**src/rtl/mem_arb_pkg.sv**
```systemverilog
// Shared types for the two-sided (instruction/data) memory arbiter.
package mem_arb_pkg;

    typedef enum logic [1:0] {
        IDLE   = 2'd0,
        BUSY_I = 2'd1,
        BUSY_D = 2'd2
    } arb_state_t;

    typedef enum logic {
        GNT_I = 1'b0,
        GNT_D = 1'b1
    } gnt_t;

    typedef struct packed {
        logic        valid;
        logic [31:0] addr;
        logic [2:0]  trd;
        logic        wr;
        logic [31:0] wdata;
    } slot_t;

    typedef struct packed {
        logic        valid;
        logic [31:0] addr;
        logic [2:0]  trd;
        logic        wr;
        logic [31:0] data;
    } fbuf_t;

    // Word-aligned and inside the backing store.
    function automatic logic addr_ok(input logic [31:0] addr, input int unsigned words);
        return (addr[1:0] == 2'b00) && ({1'b0, addr} < (33'(words) * 33'd4));
    endfunction

endpackage

```
**src/rtl/mem_arb_side.sv**
```systemverilog
// One requester side: bounds check, fill-buffer hit compare, pending slot and fill buffer.
module mem_arb_side
    import mem_arb_pkg::*;
#(
    parameter int unsigned MEM_WORDS = 16384
) (
    input  logic        clk,
    input  logic        rst,
    input  logic [31:0] addr,
    input  logic        rd,
    input  logic        wr,
    input  logic [2:0]  trd,
    input  logic [31:0] wdata,
    output logic [31:0] rd_data,
    output logic        miss,
    output logic        segfault,
    input  logic        granted,
    input  logic        fill,
    input  logic [31:0] fill_data,
    input  logic        inval,
    input  logic [31:0] inval_addr,
    output logic        pend,
    output logic        enq,
    output logic [31:0] slot_addr,
    output logic        slot_wr,
    output logic [31:0] slot_wdata
);

    slot_t slot;
    fbuf_t fbuf;
    logic  req;
    logic  hit;

    // A request with both rd and wr set is a write, so wr alone is the tag bit.
    always_comb begin
        req      = rd | wr;
        segfault = req && !addr_ok(addr, MEM_WORDS);
        hit      = req && !segfault && fbuf.valid && (fbuf.addr == addr) &&
                   (fbuf.trd == trd) && (fbuf.wr == wr);
        miss     = req && !segfault && !hit;
        rd_data  = hit ? fbuf.data : '0;
        enq      = miss && !slot.valid && !granted;
    end

    assign pend       = slot.valid;
    assign slot_addr  = slot.addr;
    assign slot_wr    = slot.wr;
    assign slot_wdata = slot.wdata;

    always_ff @(posedge clk or posedge rst) begin
        if (rst) begin
            slot <= '0;
        end else if (fill) begin
            slot.valid <= 1'b0;
        end else if (enq) begin
            slot <= '{valid: 1'b1, addr: addr, trd: trd, wr: wr, wdata: wdata};
        end
    end

    // A fill overrides a same-cycle hit consume so the new contents survive.
    always_ff @(posedge clk or posedge rst) begin
        if (rst) begin
            fbuf <= '0;
        end else if (fill) begin
            fbuf <= '{valid: 1'b1, addr: slot.addr, trd: slot.trd, wr: slot.wr,
                      data: slot.wr ? slot.wdata : fill_data};
        end else if (hit || (inval && (fbuf.addr == inval_addr))) begin
            fbuf.valid <= 1'b0;
        end
    end

endmodule

```
**src/rtl/mem_arbiter.sv**
```systemverilog
// Round-robin arbiter sharing one single-port memory between instruction and data sides.
// Optional MEM_ARB_PERF_EN adds saturating miss/conflict counters.
module mem_arbiter
    import mem_arb_pkg::*;
#(
    parameter int unsigned MEM_WORDS = 16384
) (
    input  logic        clk,
    input  logic        rst,
    input  logic [31:0] i_addr,
    input  logic        i_rd,
    input  logic [2:0]  i_trd,
    output logic [31:0] i_rd_data,
    output logic        i_miss,
    output logic        i_segfault,
    input  logic [31:0] d_addr,
    input  logic [31:0] d_wr_data,
    input  logic        d_rd,
    input  logic        d_wr,
    input  logic [2:0]  d_trd,
    output logic [31:0] d_rd_data,
    output logic        d_miss,
    output logic        d_segfault,
    output logic        mem_req,
    output logic        mem_we,
    output logic [31:0] mem_addr,
    output logic [31:0] mem_wdata,
    input  logic [31:0] mem_rdata,
    input  logic        mem_ack
`ifdef MEM_ARB_PERF_EN
    ,
    output logic [31:0] i_miss_cnt,
    output logic [31:0] d_miss_cnt,
    output logic [31:0] conflict_cnt
`endif
);

    arb_state_t  state, nstate;
    gnt_t        last_grant;
    logic        i_pend, i_enq, i_slot_wr, i_fill, i_want;
    logic        d_pend, d_enq, d_slot_wr, d_fill, d_want;
    logic [31:0] i_slot_addr, i_slot_wdata;
    logic [31:0] d_slot_addr, d_slot_wdata;

    assign i_fill = (state == BUSY_I) && mem_ack;
    assign d_fill = (state == BUSY_D) && mem_ack;
    // Enqueues count as pending so the grant lands on the edge that loads the slot.
    assign i_want = i_pend | i_enq;
    assign d_want = d_pend | d_enq;

    mem_arb_side #(.MEM_WORDS(MEM_WORDS)) u_side_i (
        .clk        (clk),
        .rst        (rst),
        .addr       (i_addr),
        .rd         (i_rd),
        .wr         (1'b0),
        .trd        (i_trd),
        .wdata      ('0),
        .rd_data    (i_rd_data),
        .miss       (i_miss),
        .segfault   (i_segfault),
        .granted    (state == BUSY_I),
        .fill       (i_fill),
        .fill_data  (mem_rdata),
        .inval      (d_fill && d_slot_wr),
        .inval_addr (d_slot_addr),
        .pend       (i_pend),
        .enq        (i_enq),
        .slot_addr  (i_slot_addr),
        .slot_wr    (i_slot_wr),
        .slot_wdata (i_slot_wdata)
    );

    mem_arb_side #(.MEM_WORDS(MEM_WORDS)) u_side_d (
        .clk        (clk),
        .rst        (rst),
        .addr       (d_addr),
        .rd         (d_rd),
        .wr         (d_wr),
        .trd        (d_trd),
        .wdata      (d_wr_data),
        .rd_data    (d_rd_data),
        .miss       (d_miss),
        .segfault   (d_segfault),
        .granted    (state == BUSY_D),
        .fill       (d_fill),
        .fill_data  (mem_rdata),
        .inval      (1'b0),
        .inval_addr ('0),
        .pend       (d_pend),
        .enq        (d_enq),
        .slot_addr  (d_slot_addr),
        .slot_wr    (d_slot_wr),
        .slot_wdata (d_slot_wdata)
    );

    always_ff @(posedge clk or posedge rst) begin
        if (rst) begin
            state      <= IDLE;
            last_grant <= GNT_D;
        end else begin
            state <= nstate;
            if (i_fill)
                last_grant <= GNT_I;
            else if (d_fill)
                last_grant <= GNT_D;
        end
    end

    always_comb begin
        nstate    = state;
        mem_req   = 1'b0;
        mem_we    = 1'b0;
        mem_addr  = '0;
        mem_wdata = '0;
        case (state)
            IDLE: begin
                if (i_want && d_want)
                    nstate = (last_grant == GNT_D) ? BUSY_I : BUSY_D;
                else if (i_want)
                    nstate = BUSY_I;
                else if (d_want)
                    nstate = BUSY_D;
            end
            BUSY_I: begin
                mem_req   = 1'b1;
                mem_we    = i_slot_wr;
                mem_addr  = i_slot_addr;
                mem_wdata = i_slot_wdata;
                if (mem_ack)
                    nstate = IDLE;
            end
            BUSY_D: begin
                mem_req   = 1'b1;
                mem_we    = d_slot_wr;
                mem_addr  = d_slot_addr;
                mem_wdata = d_slot_wdata;
                if (mem_ack)
                    nstate = IDLE;
            end
            default: nstate = IDLE;
        endcase
    end

`ifdef MEM_ARB_PERF_EN
    always_ff @(posedge clk or posedge rst) begin
        if (rst) begin
            i_miss_cnt   <= '0;
            d_miss_cnt   <= '0;
            conflict_cnt <= '0;
        end else begin
            if (i_enq && (i_miss_cnt != '1))
                i_miss_cnt <= i_miss_cnt + 32'd1;
            if (d_enq && (d_miss_cnt != '1))
                d_miss_cnt <= d_miss_cnt + 32'd1;
            if ((state == IDLE) && i_want && d_want && (conflict_cnt != '1))
                conflict_cnt <= conflict_cnt + 32'd1;
        end
    end
`endif

endmodule

```
**config.mk**
```make
export PLATFORM = sky130hd
export DESIGN_NAME = mem_arbiter
export DESIGN_NICKNAME = d
export VERILOG_FILES = /design/src/rtl/mem_arb_pkg.sv /design/src/rtl/mem_arb_side.sv /design/src/rtl/mem_arbiter.sv
export SDC_FILE = /design/constraint.sdc
export NUM_CORES = 1
export LEC_CHECK = 0
export CORE_UTILIZATION = 37
export DETAILED_ROUTE_END_ITERATION = 16
export GPL_TIMING_DRIVEN = 0
export PLACE_DENSITY_LB_ADDON = 0.05
export SLEW_MARGIN = 0
export SYNTH_ARGS = -nofsm -noshare
export SYNTH_HDL_FRONTEND = slang
export SYNTH_HIERARCHICAL = 1
export SYNTH_SLANG_ARGS = --single-unit
```
**constraint.sdc**
```tcl
create_clock -name clk -period 10 [get_ports clk]
set_input_delay 2 -clock clk [delete_from_list [all_inputs] [get_ports clk]]
set_output_delay 2 -clock clk [all_outputs]
set_load 0.05 [all_outputs]
```
==> reports/qor.csv, run 1 <==
stage,metric,value,unit
grt,track_usage,22.3,%
layout,final_util,49.7,%
critical_path,r2r_slack,6.61,ns
detailed_routing,vias,10878,
timing,fin_skew,0.0230,ns
pwr,p_per_area,163,mW/mm^2
synthesis,synthXorXnorAreaFrac,7.96,%
synthesis,yosysSeqAreaShare,46.7,%
layout,layout-drive-gt1-share,23.8,%
synthesis,synth_area,0.0150,sq mm
detailed_routing,postRouteAntennaNets,0,
worst_hold_path,hold_path_depth,1,
synthesis,synth_top_cell_by_area,dfrtp_1,
floorplanning,core_area,0.0398,sq mm
critical_path,crit_path_max_fanout,10,
synthesis,synth_simple_gate_area_share,10.8,%
critical_path,arrival,6.31,ns
cts,cts_resized,0,
timing,setup_viol,0,
cts,cts_tree,done,
cts,cts_buffers,34,
critical_path,end_kind,output pin,
floorplanning,start_util,37.6,%
worst_hold_path,min_to,u_side_i/fbuf[33],
floorplanning,dieWidth,203,microns
critical_path,reg2reg_to,u_side_i/fbuf[1],
detailed_routing,routed_wl,46000,microns
cts,cts_hold_buf,0,
critical_path,r2r_start,state[1],
timing,layout_setup_ws,1.69,ns
worst_hold_path,hp-start,u_side_i/slot[33],
pwr,leakagePower,9.15,nW
synthesis,ys_ff_latch,279,
floorplanning,rows,73,
timing,period_share,83.1,%
timing,fin_tns_setup,0,ns
grt,grt_antenna_before_repair,2,
grt,grt_max_degree,96,
cts,path_clk_slew,0.05,ns
floorplanning,io_pins,274,
synthesis,yosysWarnings,6,
placement,port_buffers,273,
floorplanning,fp.dieArea,0.0413,sq mm
synthesis,synth_cell_type_count,35,
synthesis,synth.top_cells.by_area,"dfrtp_1, mux2_2, xor2_1",
timing,fin_hold_ws,0.499,ns
layout,stdcell_count,2260,
timing,rsz0062_at_grt,no,
layout,layout_commonest_cell,dfrtp_1,
cts,clock_path_buffers,3,
worst_hold_path,hold_path.class,reg2reg,
cts,post-cts-setup-buffers,0,
run,maxCapViolations,0,
placement,postPlaceCellArea,0.0187,sq mm
layout,fillCellCount,3835,
placement,dpl_worst_slack,1.66,ns
timing,maxSlewViolCount,0,
timing,relSlewSlack,21.5,%
cts,insertion_delay,0.53,ns
synthesis,synthMuxAreaShare,17.2,%
run_status,status,"complete, no violations",
floorplanning,die_h,203,microns
cts,clock-sinks,279,
synthesis,synth-compound-area-share,7.57,%
timing,fin_crit,8.31,ns
critical_path,crit_required,8.00,ns
synthesis,synth_top_family_by_area,multiplexers,
cts,cts_root_buffer,clkbuf_16,
cts,cts_max_level,2,
detailed_routing,first_pass_iters,4,
grt,gr-total-overflow,0,
layout,syn_to_final_growth,32.2,%
grt,grt_pass1_vias,11115,
critical_path,start_kind,input pin,
pwr,irDropWorstVdd,0.000100,V
timing,worstMarginPinSlew,1.17,ns
synthesis,synth_area_per_cell,11.3,sq um
placement,dp_hpwl,34700,microns
layout,final_net_count,1852,
critical_path,critPathKind,in2out,
grt,grt_pass1_wl,69000,microns
placement,numPlacedInstances,2197,
critical_path,r2r_cells,8,
detailed_routing,drt_iter0_markers,464,
synthesis,synth_fa_ha_area_share,0.334,%
detailed_routing,routedWlPerCell,20.3,microns
detailed_routing,post-route-drc-count,0,
detailed_routing,viasPerCell,4.81,
layout,mostFrequentLayoutCells,"dfrtp_1, clkdlybuf4s50_1, mux2_2",
pwr,power,3.22,mW
synthesis,syn_inst,1330,
placement,gp_congestion,0.863,
timing,hold_viol,0,
timing,max_freq,0.120,GHz
synthesis,synth_top_area_share,46.5,%
layout,final_area,0.0198,sq mm
[critical path, cell delays in order]
cell             delay, ns
clkdlybuf4s50_1       0.44
nor4_1                0.64
nand3_1               0.27
or3_1                 0.50
nor4_2                0.90
clkbuf_1              0.47
and2_1                0.26
clkdlybuf4s50_1       0.83
[cell families after synthesis]
| kind of cell | Yosys count |
|---|---|
| mux | 236 |
| compound gates | 144 |
| other cells | 1 |
| xor+xnor | 136 |
| fa+ha+maj | 4 |
| buf+inv | 211 |
| simple gates | 319 |
| flops | 279 |
[power by group]
group          internal [mW]  total (mW)  switching [mW]
Combinational          0.224       0.647           0.422
Clock                  0.741        1.24           0.501
Sequential              1.27        1.33          0.0664
Total                   2.23        3.22           0.990
[sequential cells by signal, indices dropped and copies added (netlist names)]
register	cells
last_grant	1
state	2
u_side_d/fbuf	69
u_side_d/pend	1
u_side_d/slot	3
u_side_d/slot_addr	32
u_side_d/slot_wdata	32
u_side_d/slot_wr	1
u_side_i/fbuf	69
u_side_i/pend	1
u_side_i/slot	3
u_side_i/slot_addr	32
u_side_i/slot_wdata	32
u_side_i/slot_wr	1
[synth_stat cells, drive strengths merged]
| library cell | number |
|---|---|
| dfrtp | 278 |
| buf | 174 |
| mux2 | 172 |
| nor2 | 146 |
| xor2 | 116 |
| and2 | 102 |
| a21oi | 68 |
| a22oi | 67 |
| mux2i | 64 |
| nor4 | 38 |
| clkbuf | 25 |
| xnor2 | 20 |
| inv | 12 |
| nand4 | 12 |
| nor3 | 10 |
| ha | 4 |
| nand3 | 4 |
| o311ai | 4 |
| nand2 | 2 |
| nor2b | 2 |
| o32ai | 2 |
| o41ai | 2 |
| or3 | 2 |
| and3 | 1 |
| conb | 1 |
| dfstp | 1 |
| o21ai | 1 |
[layer usage]
layer  share of wire, %  vias to the layer above  global-route usage (%)  wire [microns]
met2                 45                      247                    34.1           20500
met4                2.1                        0                    5.83             972
li1                   -                     5151                       -               -
met3                4.4                       55                    3.29            2010
met1                 49                     5425                    32.9           22500
met5                  0                        -                       0               0
[worst max path at each step]
stage                     startpoint             to  cells after the start  slack (ns)
after CTS                 d_addr[21]  d_rd_data[28]                      8        1.64
after global placement    d_addr[21]  d_rd_data[28]                      8        1.60
after global routing      d_addr[20]  d_rd_data[28]                      8        1.49
final                     d_addr[21]  d_rd_data[28]                      8        1.69
after detailed placement  d_addr[21]   d_rd_data[1]                      8        1.66
after floorplan           d_addr[21]  d_rd_data[10]                      6        4.26
[cell type report]
type / count / area [sq um] / share of cell area [%]
tap: 525 / 657 / 3.32
timing repair buffer: 275 / 2790 / 14.1
clock buffer: 49 / 947 / 4.79
buffer: 199 / 1360 / 6.89
sequential: 279 / 6980 / 35.3
multi-input combinational: 907 / 6830 / 34.5
antenna: 2 / 5.00 / 0.0253
clock inverter: 12 / 156 / 0.791
inverter: 12 / 55.1 / 0.278
No activity file was read; power rests on OpenSTA's default activity.
==> run 2: changes to the inputs <==
==> constraint.sdc (replaced) <==
create_clock -name clk -period 6.9 [get_ports clk]
set_input_delay 1.38 -clock clk [delete_from_list [all_inputs] [get_ports clk]]
set_output_delay 1.38 -clock clk [all_outputs]
set_load 0.05 [all_outputs]
==> run 2 against run 1 <==
  * Critical path depth stayed put
  * Highest routed layer unchanged
  * Critical endpoint unchanged
  * Sequential share of layout area hardly changed
  * Power is 45% higher
  * Combinational power is 45% higher
  * Count of clock-buffer cells in the layout stayed put
  * Final area hardly changed
  * Register-to-register slack worse by 3.1 ns
  * Global-route usage stayed put
==> reports/qor.csv, run 2 (synthesis results as in run 1) <==
stage,metric,value,unit,change
run_status,status,"complete, no violations",,unchanged
placement,port_buffers,273,,unchanged
critical_path,critPathMostFrequentCell,clkdlybuf4s50_1,,unchanged
critical_path,arrival,5.17,ns,was 6.31 ns
critical_path,critPathKind,in2out,,unchanged
cts,insertion_delay,0.53,ns,about the same
layout,layout_commonest_cell,dfrtp_1,,unchanged
critical_path,r2r_slack,3.55,ns,was 6.61 ns
layout,fillCellCount,3833,,was 3835
layout,final_util,49.7,%,about the same
timing,fin_hold_ws,0.499,ns,unchanged
detailed_routing,first_pass_iters,6,,was 4
floorplanning,io_pins,274,,unchanged
critical_path,critPathMaxStageDelay,0.83,ns,was 0.90 ns
cts,cts_root_buffer,clkbuf_16,,unchanged
timing,worstMarginPinSlew,0.991,ns,was 1.17 ns
critical_path,end_kind,output pin,,unchanged
pwr,leakagePower,9.17,nW,was 9.15 nW
layout,mostFrequentLayoutCells,"dfrtp_1, clkdlybuf4s50_1, mux2_2",,unchanged
detailed_routing,post-route-drc-count,0,,unchanged
critical_path,cp_slowest_cell,clkdlybuf4s50_1,,was nor4_2
detailed_routing,postRouteAntennaNets,0,,unchanged
grt,gr-total-overflow,0,,unchanged
run,maxCapViolations,0,,unchanged
timing,relSlewSlack,33.9,%,was 21.5%
cts,cts_tree,done,,unchanged
floorplanning,rows,73,,unchanged
cts,cts_max_level,2,,unchanged
layout,reg.largest.list,"u_side_d/fbuf: 69 flops, u_side_i/fbuf: 69 flops",,unchanged
detailed_routing,routedWlPerCell,20.3,microns,about the same
critical_path,crit_path_max_fanout,10,,unchanged
grt,track_usage,22.3,%,unchanged
timing,fin_crit,6.55,ns,
placement,postPlaceCellArea,0.0187,sq mm,unchanged
timing,max_freq,0.153,GHz,
timing,rsz0062_at_grt,no,,unchanged
layout,final_area,0.0198,sq mm,about the same
critical_path,worstPathCellList,clkdlybuf4s50_1 > nor4_2 > nand3_1 > or3_1 > nor4_4 > clkbuf_1 > and2_1 > clkdlybuf4s50_1,,was clkdlybuf4s50_1 > nor4_1 > nand3_1 > or3_1 > nor4_2 > clkbuf_1 > and2_1 > clkdlybuf4s50_1
detailed_routing,viasPerCell,4.80,,was 4.81
layout,layout-drive-gt1-share,23.9,%,was 23.8%
floorplanning,die_h,203,microns,unchanged
cts,path_clk_slew,0.05,ns,about the same
cts,clock-sinks,279,,unchanged
timing,setup_viol,0,,unchanged
detailed_routing,vias,10847,,was 10878
cts,post-cts-setup-buffers,0,,unchanged
floorplanning,start_util,37.6,%,unchanged
detailed_routing,drt_iter0_markers,462,,was 464
placement,gp_congestion,0.863,,unchanged
placement,dp_hpwl,34700,microns,unchanged
cts,cts_buffers,34,,unchanged
grt,grt_pass1_wl,69000,microns,unchanged
floorplanning,core_area,0.0398,sq mm,unchanged
grt,grt_max_degree,96,,unchanged
cts,clock_path_buffers,3,,unchanged
layout,syn_to_final_growth,32.3,%,was 32.2%
critical_path,start_kind,input pin,,unchanged
floorplanning,dieWidth,203,microns,unchanged
layout,final_net_count,1852,,unchanged
grt,grt_antenna_before_repair,2,,unchanged
critical_path,crit_required,5.52,ns,was 8.00 ns
pwr,irDropWorstVdd,0.000145,V,was 0.000100 V
worst_hold_path,hold_path.class,reg2reg,,unchanged
timing,fin_skew,0.0232,ns,was 0.0230 ns
grt,grt_pass1_vias,11115,,unchanged
cts,cts_hold_buf,0,,unchanged
floorplanning,fp.dieArea,0.0413,sq mm,unchanged
timing,hold_viol,0,,unchanged
pwr,p_per_area,236,mW/mm^2,was 163 mW/mm^2
detailed_routing,routed_wl,45900,microns,was 46000 microns
timing,maxSlewViolCount,0,,unchanged
timing,period_share,95.0,%,
## run 2: cell counts in the layout (fill, tap and decap cells not counted)
No cell type changed its count.
## run 2: path summary, 6_finish.rpt
| path | cells past startpoint | from | end |
|---|---|---|---|
| setup / recovery | 8 | d_addr[21] | d_rd_data[28] |
| hold / removal | 1 | u_side_i/slot[33] | u_side_i/fbuf[33] |
| setup reg to reg | 8 | state[1] | u_side_i/fbuf[2] |
| hold reg to reg | 1 | u_side_i/slot[33] | u_side_i/fbuf[33] |
| max in group asynchronous | 3 | rst | u_side_d/fbuf[47] |
| min in group asynchronous | 2 | rst | state[1] |
## run 2: final cells by class
class                   count  area, sq um  area share (%)
well taps                 525          657            3.32
multi-input cells         907         6840            34.6
clock buffers              49          947            4.78
clock inverters            12          156           0.790
flip-flops and latches    279         6980            35.3
plain buffers             199         1360            6.89
inverters                  12         55.1           0.278
repair buffers            275         2790            14.1
diodes                      2         5.00          0.0253
## run 2: critical path, delay by kind of cell
kind | cells | cell delay [ns]
buf+inv | 3 | 1.75
simple gates | 5 | 2.04
## run 2: routing by layer
layer  up-vias  share of wire, %  global-route usage [%]
li1       5150                 -                       -
met1      5395                49                    32.9
met2       247                44                    34.1
met3        55               4.4                    3.29
met4         0               2.1                    5.83
met5         -                 0                       0
## run 2: report_power, final
| part | internal, mW | total [mW] | leakage (nW) | switching [mW] |
|---|---|---|---|---|
| combinational | 0.325 | 0.937 | 4.93 | 0.611 |
| clock | 1.07 | 1.80 | 0.539 | 0.727 |
| sequential | 1.84 | 1.93 | 3.70 | 0.0961 |
| total | 3.24 | 4.67 | 9.17 | 1.43 |
## run 2: timing repair
| action | CTS | global route |
|---|---|---|
| hold endpoints to repair | 0 | 0 |
| endpoints found under the setup margin | 30 | 4 |
| resized for setup | 1 | 1 |
## run 2: through the flow
stage          setup WS, ns  std cells  power, mW  TNS (ns)
2_1_floorplan          1.82       1397       2.53         0
3_3_place_gp         -0.602       2195       2.88   -160.64
3_5_place_dp         -0.196       2197       2.91     -3.60
4_1_cts              0.0734       2258       4.72         0
5_1_grt               0.122       2259       4.90         0
6_report              0.346       2260       4.67         0
